`config.mk`:
```
export PLATFORM = sky130hd
export DESIGN_NAME = uart_switch_ctrl_flat
export DESIGN_NICKNAME = d
export VERILOG_FILES = /design/src/rtl/uart_switch_pkg.sv /design/src/rtl/uart_switch_ctrl_if.sv /design/src/rtl/uart_switch_ctrl_rx_edge_detect.sv /design/src/rtl/uart_switch_ctrl.sv /design/src/flat_wrapper.sv
export SDC_FILE = /design/constraint.sdc
export NUM_CORES = 1
export LEC_CHECK = 0
export CORE_MARGIN = 2
export CORE_UTILIZATION = 40
export DETAILED_ROUTE_END_ITERATION = 10
export DONT_BUFFER_PORTS = 1
export HOLD_SLACK_MARGIN = 0.08
export PLACE_DENSITY_LB_ADDON = 0.12
export SYNTH_ARGS = -nofsm -noshare
export SYNTH_HDL_FRONTEND = slang
export SYNTH_SLANG_ARGS = --single-unit
```
`constraint.sdc`:
```
create_clock -name clk_50 -period 3.6 [get_ports clk_50]
set_clock_uncertainty 0.05 [all_clocks]
set_input_delay 0.36 -clock clk_50 [delete_from_list [all_inputs] [get_ports clk_50]]
set_output_delay 0.36 -clock clk_50 [all_outputs]
set_load 0.05 [all_outputs]
```
`src/rtl/uart_switch_pkg.sv`:
```
// uart_switch_pkg: command/reply byte codes, FSM state encoding and a saturating increment
package uart_switch_pkg;
  typedef enum logic [2:0] {IDLE, WAIT_ARG, BBM, TX_SEND, TX_ACK, TX_DONE} state_t;
  localparam logic [7:0] CMD_U = 8'h55, CMD_S = 8'h53, CMD_Q = 8'h51, CMD_O = 8'h4F;
  localparam logic [7:0] RSP_P = 8'h50, RSP_K = 8'h4B, RSP_E = 8'h45, RSP_X = 8'h58, ASCII_0 = 8'h30;
  function automatic logic [7:0] sat_inc(input logic [7:0] v);
    return v == 8'hFF ? v : v + 8'd1;
  endfunction
endpackage

```
`src/rtl/uart_switch_ctrl_if.sv`:
```
// uart_switch_ctrl_if: UART-side bus (rx_data/rx_new/tx_busy in, tx_send/tx_data out of the controller)
interface uart_switch_ctrl_if;
  logic [7:0] rx_data;
  logic rx_new;
  logic tx_busy;
  logic tx_send;
  logic [7:0] tx_data;
  modport master (output rx_data, rx_new, tx_busy, input tx_send, tx_data);
  modport slave (input rx_data, rx_new, tx_busy, output tx_send, tx_data);
endinterface

```
`src/rtl/uart_switch_ctrl_rx_edge_detect.sv`:
```
// rx_edge_detect: one-cycle rx_byte on each 0->1 of rx_new (clk_50, rst, rx_new in; rx_byte out)
module rx_edge_detect (
  input  logic clk_50,
  input  logic rst,
  input  logic rx_new,
  output logic rx_byte
);
  logic rx_q;
  // resets high so a flag held through reset is never taken as a byte
  always_ff @(posedge clk_50) rx_q <= rst ? 1'b1 : rx_new;
  assign rx_byte = rx_new & ~rx_q;
endmodule

```
`src/rtl/uart_switch_ctrl.sv`:
```
// uart_switch_ctrl: UART command-driven break-before-make switch (clk_50, rst, bus.slave; sw_sel, sw_busy, err_cnt out)
module uart_switch_ctrl
  import uart_switch_pkg::*;
#(
  parameter int NUM_CH      = 3,
  parameter int BBM_CYC     = 50,
  parameter int TIMEOUT_CYC = 5000000
) (
  input  logic                 clk_50,
  input  logic                 rst,
  uart_switch_ctrl_if.slave    bus,
  output logic [NUM_CH-1:0]    sw_sel,
  output logic                 sw_busy,
  output logic [7:0]           err_cnt
);
  localparam int CH_W = $clog2(NUM_CH);
  localparam int BB_W = $clog2(BBM_CYC + 1);
  localparam int TO_W = $clog2(TIMEOUT_CYC + 1);
  state_t state, state_n;
  logic off, off_n, tx_send_n, rx_byte, arg_ok;
  logic [CH_W-1:0] cur_ch, cur_ch_n, tgt, tgt_n, arg_ch;
  logic [BB_W-1:0] bbm, bbm_n;
  logic [TO_W-1:0] tmo, tmo_n;
  logic [NUM_CH-1:0] sw_sel_n;
  logic [7:0] tx_data_n, err_n;
  rx_edge_detect u_rx (.clk_50(clk_50), .rst(rst), .rx_new(bus.rx_new), .rx_byte(rx_byte));
  assign arg_ch = CH_W'(bus.rx_data - ASCII_0);
  assign arg_ok = bus.rx_data >= ASCII_0 && bus.rx_data < ASCII_0 + 8'(NUM_CH);
  assign sw_busy = state != IDLE && state != WAIT_ARG;
  always_ff @(posedge clk_50) begin
    if (rst) begin
      state       <= IDLE;
      sw_sel      <= '0;
      off         <= 1'b1;
      cur_ch      <= '0;
      tgt         <= '0;
      bbm         <= '0;
      tmo         <= '0;
      bus.tx_send <= 1'b0;
      bus.tx_data <= '0;
      err_cnt     <= '0;
    end else begin
      state       <= state_n;
      sw_sel      <= sw_sel_n;
      off         <= off_n;
      cur_ch      <= cur_ch_n;
      tgt         <= tgt_n;
      bbm         <= bbm_n;
      tmo         <= tmo_n;
      bus.tx_send <= tx_send_n;
      bus.tx_data <= tx_data_n;
      err_cnt     <= err_n;
    end
  end
  always_comb begin
    state_n   = state;
    sw_sel_n  = sw_sel;
    off_n     = off;
    cur_ch_n  = cur_ch;
    tgt_n     = tgt;
    bbm_n     = bbm;
    tmo_n     = tmo;
    tx_send_n = 1'b0;
    tx_data_n = bus.tx_data;
    err_n     = err_cnt;
    // bytes landing while the block is busy are discarded and counted
    if (rx_byte && sw_busy) err_n = sat_inc(err_n);
    case (state)
      IDLE: if (rx_byte) begin
        state_n = TX_SEND;
        case (bus.rx_data)
          CMD_U: tx_data_n = RSP_P;
          CMD_S: begin
            state_n = WAIT_ARG;
            tmo_n   = '0;
          end
          CMD_Q: tx_data_n = off ? RSP_X : ASCII_0 + 8'(cur_ch);
          CMD_O: begin
            sw_sel_n  = '0;
            off_n     = 1'b1;
            tx_data_n = RSP_K;
          end
          default: begin
            tx_data_n = RSP_E;
            err_n     = sat_inc(err_n);
          end
        endcase
      end
      // a byte in the expiry cycle wins over the timeout
      WAIT_ARG: if (rx_byte) begin
        state_n = TX_SEND;
        if (!arg_ok) begin
          tx_data_n = RSP_E;
          err_n     = sat_inc(err_n);
        end else if (!off && arg_ch == cur_ch) tx_data_n = RSP_K;
        else begin
          state_n  = BBM;
          sw_sel_n = '0;
          tgt_n    = arg_ch;
          bbm_n    = '0;
        end
      end else if (tmo == TO_W'(TIMEOUT_CYC - 1)) begin
        state_n = IDLE;
        err_n   = sat_inc(err_n);
      end else tmo_n = tmo + 1'b1;
      BBM: if (bbm == BB_W'(BBM_CYC - 1)) begin
        state_n   = TX_SEND;
        sw_sel_n  = NUM_CH'(1) << tgt;
        cur_ch_n  = tgt;
        off_n     = 1'b0;
        tx_data_n = RSP_K;
      end else bbm_n = bbm + 1'b1;
      TX_SEND: if (!bus.tx_busy) begin
        tx_send_n = 1'b1;
        state_n   = TX_ACK;
        tmo_n     = '0;
      end
      TX_ACK: if (bus.tx_busy) state_n = TX_DONE;
      else if (tmo == TO_W'(TIMEOUT_CYC - 1)) begin
        state_n = IDLE;
        err_n   = sat_inc(err_n);
      end else tmo_n = tmo + 1'b1;
      TX_DONE: state_n = bus.tx_busy ? TX_DONE : IDLE;
      default: state_n = IDLE;
    endcase
  end
endmodule
```
`src/flat_wrapper.sv`:
```
// flat-port wrapper written by rule: the top's interface ports become plain ports
module uart_switch_ctrl_flat import uart_switch_pkg::*;
#(
  parameter int NUM_CH      = 3,
  parameter int BBM_CYC     = 50,
  parameter int TIMEOUT_CYC = 5000000
)
  (clk_50, rst, sw_sel, sw_busy, err_cnt, bus_rx_data, bus_rx_new, bus_tx_busy, bus_tx_send, bus_tx_data);
  uart_switch_ctrl_if bus_i ();
  input  logic clk_50;
  input  logic rst;
  output logic [NUM_CH-1:0] sw_sel;
  output logic sw_busy;
  output logic [7:0] err_cnt;
  input wire logic [$bits(bus_i.rx_data)-1:0] bus_rx_data;
  input wire logic [$bits(bus_i.rx_new)-1:0] bus_rx_new;
  input wire logic [$bits(bus_i.tx_busy)-1:0] bus_tx_busy;
  output wire logic [$bits(bus_i.tx_send)-1:0] bus_tx_send;
  output wire logic [$bits(bus_i.tx_data)-1:0] bus_tx_data;
  assign bus_i.rx_data = bus_rx_data;
  assign bus_i.rx_new = bus_rx_new;
  assign bus_i.tx_busy = bus_tx_busy;
  assign bus_tx_send = bus_i.tx_send;
  assign bus_tx_data = bus_i.tx_data;
  uart_switch_ctrl #(.NUM_CH(NUM_CH), .BBM_CYC(BBM_CYC), .TIMEOUT_CYC(TIMEOUT_CYC)) u_core (.clk_50(clk_50), .rst(rst), .bus(bus_i), .sw_sel(sw_sel), .sw_busy(sw_busy), .err_cnt(err_cnt));
endmodule
```
==> out/results.txt <==
status: completed
CP cell instances: nor2_4 > inv_2 > nand2_1 > a21oi_1 > xnor2_1 > inv_1 > ha_1 > o21ai_2 > o41ai_4 > nor2_2 > mux2_4
postcts setup bufs: 0
top cells by area, synth: dfxtp_1 (34%), nor2_1 (6.1%), xor2_1 (5.2%)
RSZ-0062 raised after global routing: false
Max FO, Critical Path: 14
Antenna diodes: 0
total CTS buffers: 9
Final Max Slew Viols: 0
final cell count without fillers: 531
Synth Warn #: 0
Max stage delay on crit path: 0.64 ns
via density per instance: 5.56
1st-iter DRT viols: 159
VDD IR max: 0.174 mV
Hold Path Class: input pin to register
cell taking the most area after synthesis: dfxtp_1
nets@finish: 438
post-DP HPWL: 5.63 mm
DRT antenna net count: 0
critical path arrival: 3.33 ns
Inst Count DP: 513
Reg2Reg Depth: 11
height of the die: 95.7 um
core area: 8180 um2
slew margin rel.: 51.3%
largest net degree at the start of global routing: 36
first-pass GRT wire length: 13.3 mm
routability cong.: 0.828
total negative slack: 0 ns
fmax: 318 MHz
top_reg_cell synth: dfxtp_1
Hold Crit Depth: 2
vias in the first global route: 2834
CTS H-Tree Depth: 3
Resize count post-CTS: 0
clk root buf: clkbuf_8
IO buf count: 0
min Tclk post-route: 3.15 ns
# clock sinks: 57
cell area power density: 376 nW/um2
Seq cells post-synth: 57
Starting Density: 41.2%
grt total ovfl: 0
fin crit share: 87.4%
Mapped Cells: 419
initial antenna violation count: 0
Critical-path top delay cell: dfxtp_1
Seq/Total Area, Yosys: 33.9%
Post-Syn Area: 3370 um2
Chip Width: 95.7 um
boundary pin count: 33
WP data required: 3.78 ns
drt wl/cell: 15.1 um
die area: 9160 um2
Clk pin slew, worst setup/hold paths: 0.07 ns
DR vias: 2951
DRT Pass-1 Iters: 4
Startpoint Class: register
Synth-to-Final Area Change: 9.78%
setup violators final: 0
Routed WL: 8.02 mm
drt drc: 0
asr flop ratio synth: 0%
Yosys cell types: 69
MaxCap Viol Count: 0
TritonCTS clock tree: done
Post-synth EDFFs: 0
critical path endpoint category: register
Synth top area share: 33.9%
total power: 1390 uW
fraction of layout cells with a size suffix above 1: 11.7%
syn_area_per_cell: 8.03 um2
total global-route track usage: 18.7%
Hold Fails Final Rpt: 0
most frequent cell after synthesis: dfxtp_1
Max Buffers Root-to-Sink: 2
leakage: 0.00129 uW
Worst-Skew Late Latency: 0.34 ns
Worst Tran Pin Value: 0.730 ns
synth cell count leaders: dfxtp_1 (57), nor2_1 (55), nand2_1 (31)
Syn Nets: 436
kind of critical path: register to register
row count: 33
==> sequential cells by signal, indices dropped and copies added (netlist names), 2 cells and up <==
signal	flops
u_core.sw_sel	3
u_core.err_cnt	8
u_core.state	3
u_core.bbm	6
u_core.tmo	23
u_core.tgt	2
u_core.cur_ch	2
u_core.bus.tx_data	7
==> placed cells by master, fill, tap and decap left out, types with 2 or more instances in the layout <==
cell type,count
o22ai_1,2
o211ai_1,2
xor2_1,20
clkbuf_8,10
a211oi_1,6
o31ai_1,3
nand2_1,31
nand3_1,22
xnor2_1,6
nand4b_1,3
dfxtp_1,57
nand4_1,12
nor3_1,25
nor2b_1,2
o21ai_0,10
or2_2,2
and2_1,5
nor2_2,2
clkinvlp_4,2
or3_4,2
a21oi_1,23
buf_4,10
nor2_1,55
ha_1,5
o21ai_2,2
and3_1,12
a311oi_1,3
or3_1,4
and3b_1,2
and4b_1,3
o31a_1,2
nand2b_1,11
a31oi_1,5
inv_1,11
nor4_1,6
mux2i_1,7
a21o_1,5
o311ai_0,2
clkinv_4,2
==> power by group <==
part           switching, uW  total, uW  internal [uW]
Combinational           79.1        119           40.0
Sequential              19.7        659            639
Clock                    274        613            339
Total                    373       1390           1020
==> final cells by class <==
cell class | instances | area [um2]
Clock buffer | 10 | 138
Inverter | 12 | 45.0
Fill cell | 836 | 4480
Timing Repair Buffer | 12 | 105
Sequential cell | 57 | 1140
Multi-Input combinational cell | 329 | 2070
Clock inverter | 6 | 67.6
Tap cell | 105 | 131
==> through the flow <==
step / cell area (um2) / setup WS [ns] / hold WS, ns / utilization (%)
2_1_floorplan: 3370 / 0.534 / 0.404 / -
3_3_place_gp: 3460 / 0.588 / 0.383 / 42.3
3_5_place_dp: 3460 / 0.502 / 0.384 / 42.3
4_1_cts: 3690 / 0.473 / 0.105 / 45.2
5_1_grt: 3690 / 0.209 / 0.133 / 45.2
6_report: 3690 / 0.455 / 0.125 / 45.2
==> worst max-delay path, delay by kind of cell (launching register included) <==
family                     cells  cell delay (ns)
AOI/OAI and AO/OA              3             0.93
xor gates and xnor gates       1             0.16
adders and majority gates      1             0.23
buffers and inverters          2             0.38
DFF                            1             0.64
muxes                          1             0.30
and+or+nand+nor                3             0.32
==> per-layer routing <==
layer  track usage, %  vias up  part of all wire, %
li1                 -     1512                    -
met1             26.6     1355                   51
met2             26.7       72                   41
met3             4.86       12                  6.0
met4             7.38        0                  1.4
met5                0        -                    0
==> what timing repair did <==
item / in CTS / in global routing
endpoints found under the hold margin: 35 / 0
hold buffers: 2 / 0
setup endpoints to repair: 0 / 0
==> logic make-up (layout without fill, tap and decap cells) <==
family,count (synthesis),after routing,share of synthesized area (%)
other cells,1,1,0.111
buf+inv,33,40,4.68
fa+ha+maj,5,5,1.86
simple gates,213,213,33.8
compound gates,73,73,14.9
mux,11,11,3.94
xor+xnor,26,26,6.77
flops,57,57,33.9
==> final timing paths <==
check / from / endpoint / slack, ns
max: u_core.state[2]$_SDFFE_PP0P_ / u_core.err_cnt[2]$_SDFF_PP0_ / 0.45
max reg2reg: u_core.state[2]$_SDFFE_PP0P_ / u_core.err_cnt[2]$_SDFF_PP0_ / 0.45
min reg2reg: u_core.tmo[7]$_SDFFE_PP0P_ / u_core.tmo[7]$_SDFFE_PP0P_ / 0.44
min: bus_rx_data[0] / u_core.tgt[0]$_SDFFE_PP0P_ / 0.13
No activity file was read; power rests on OpenSTA's default activity.
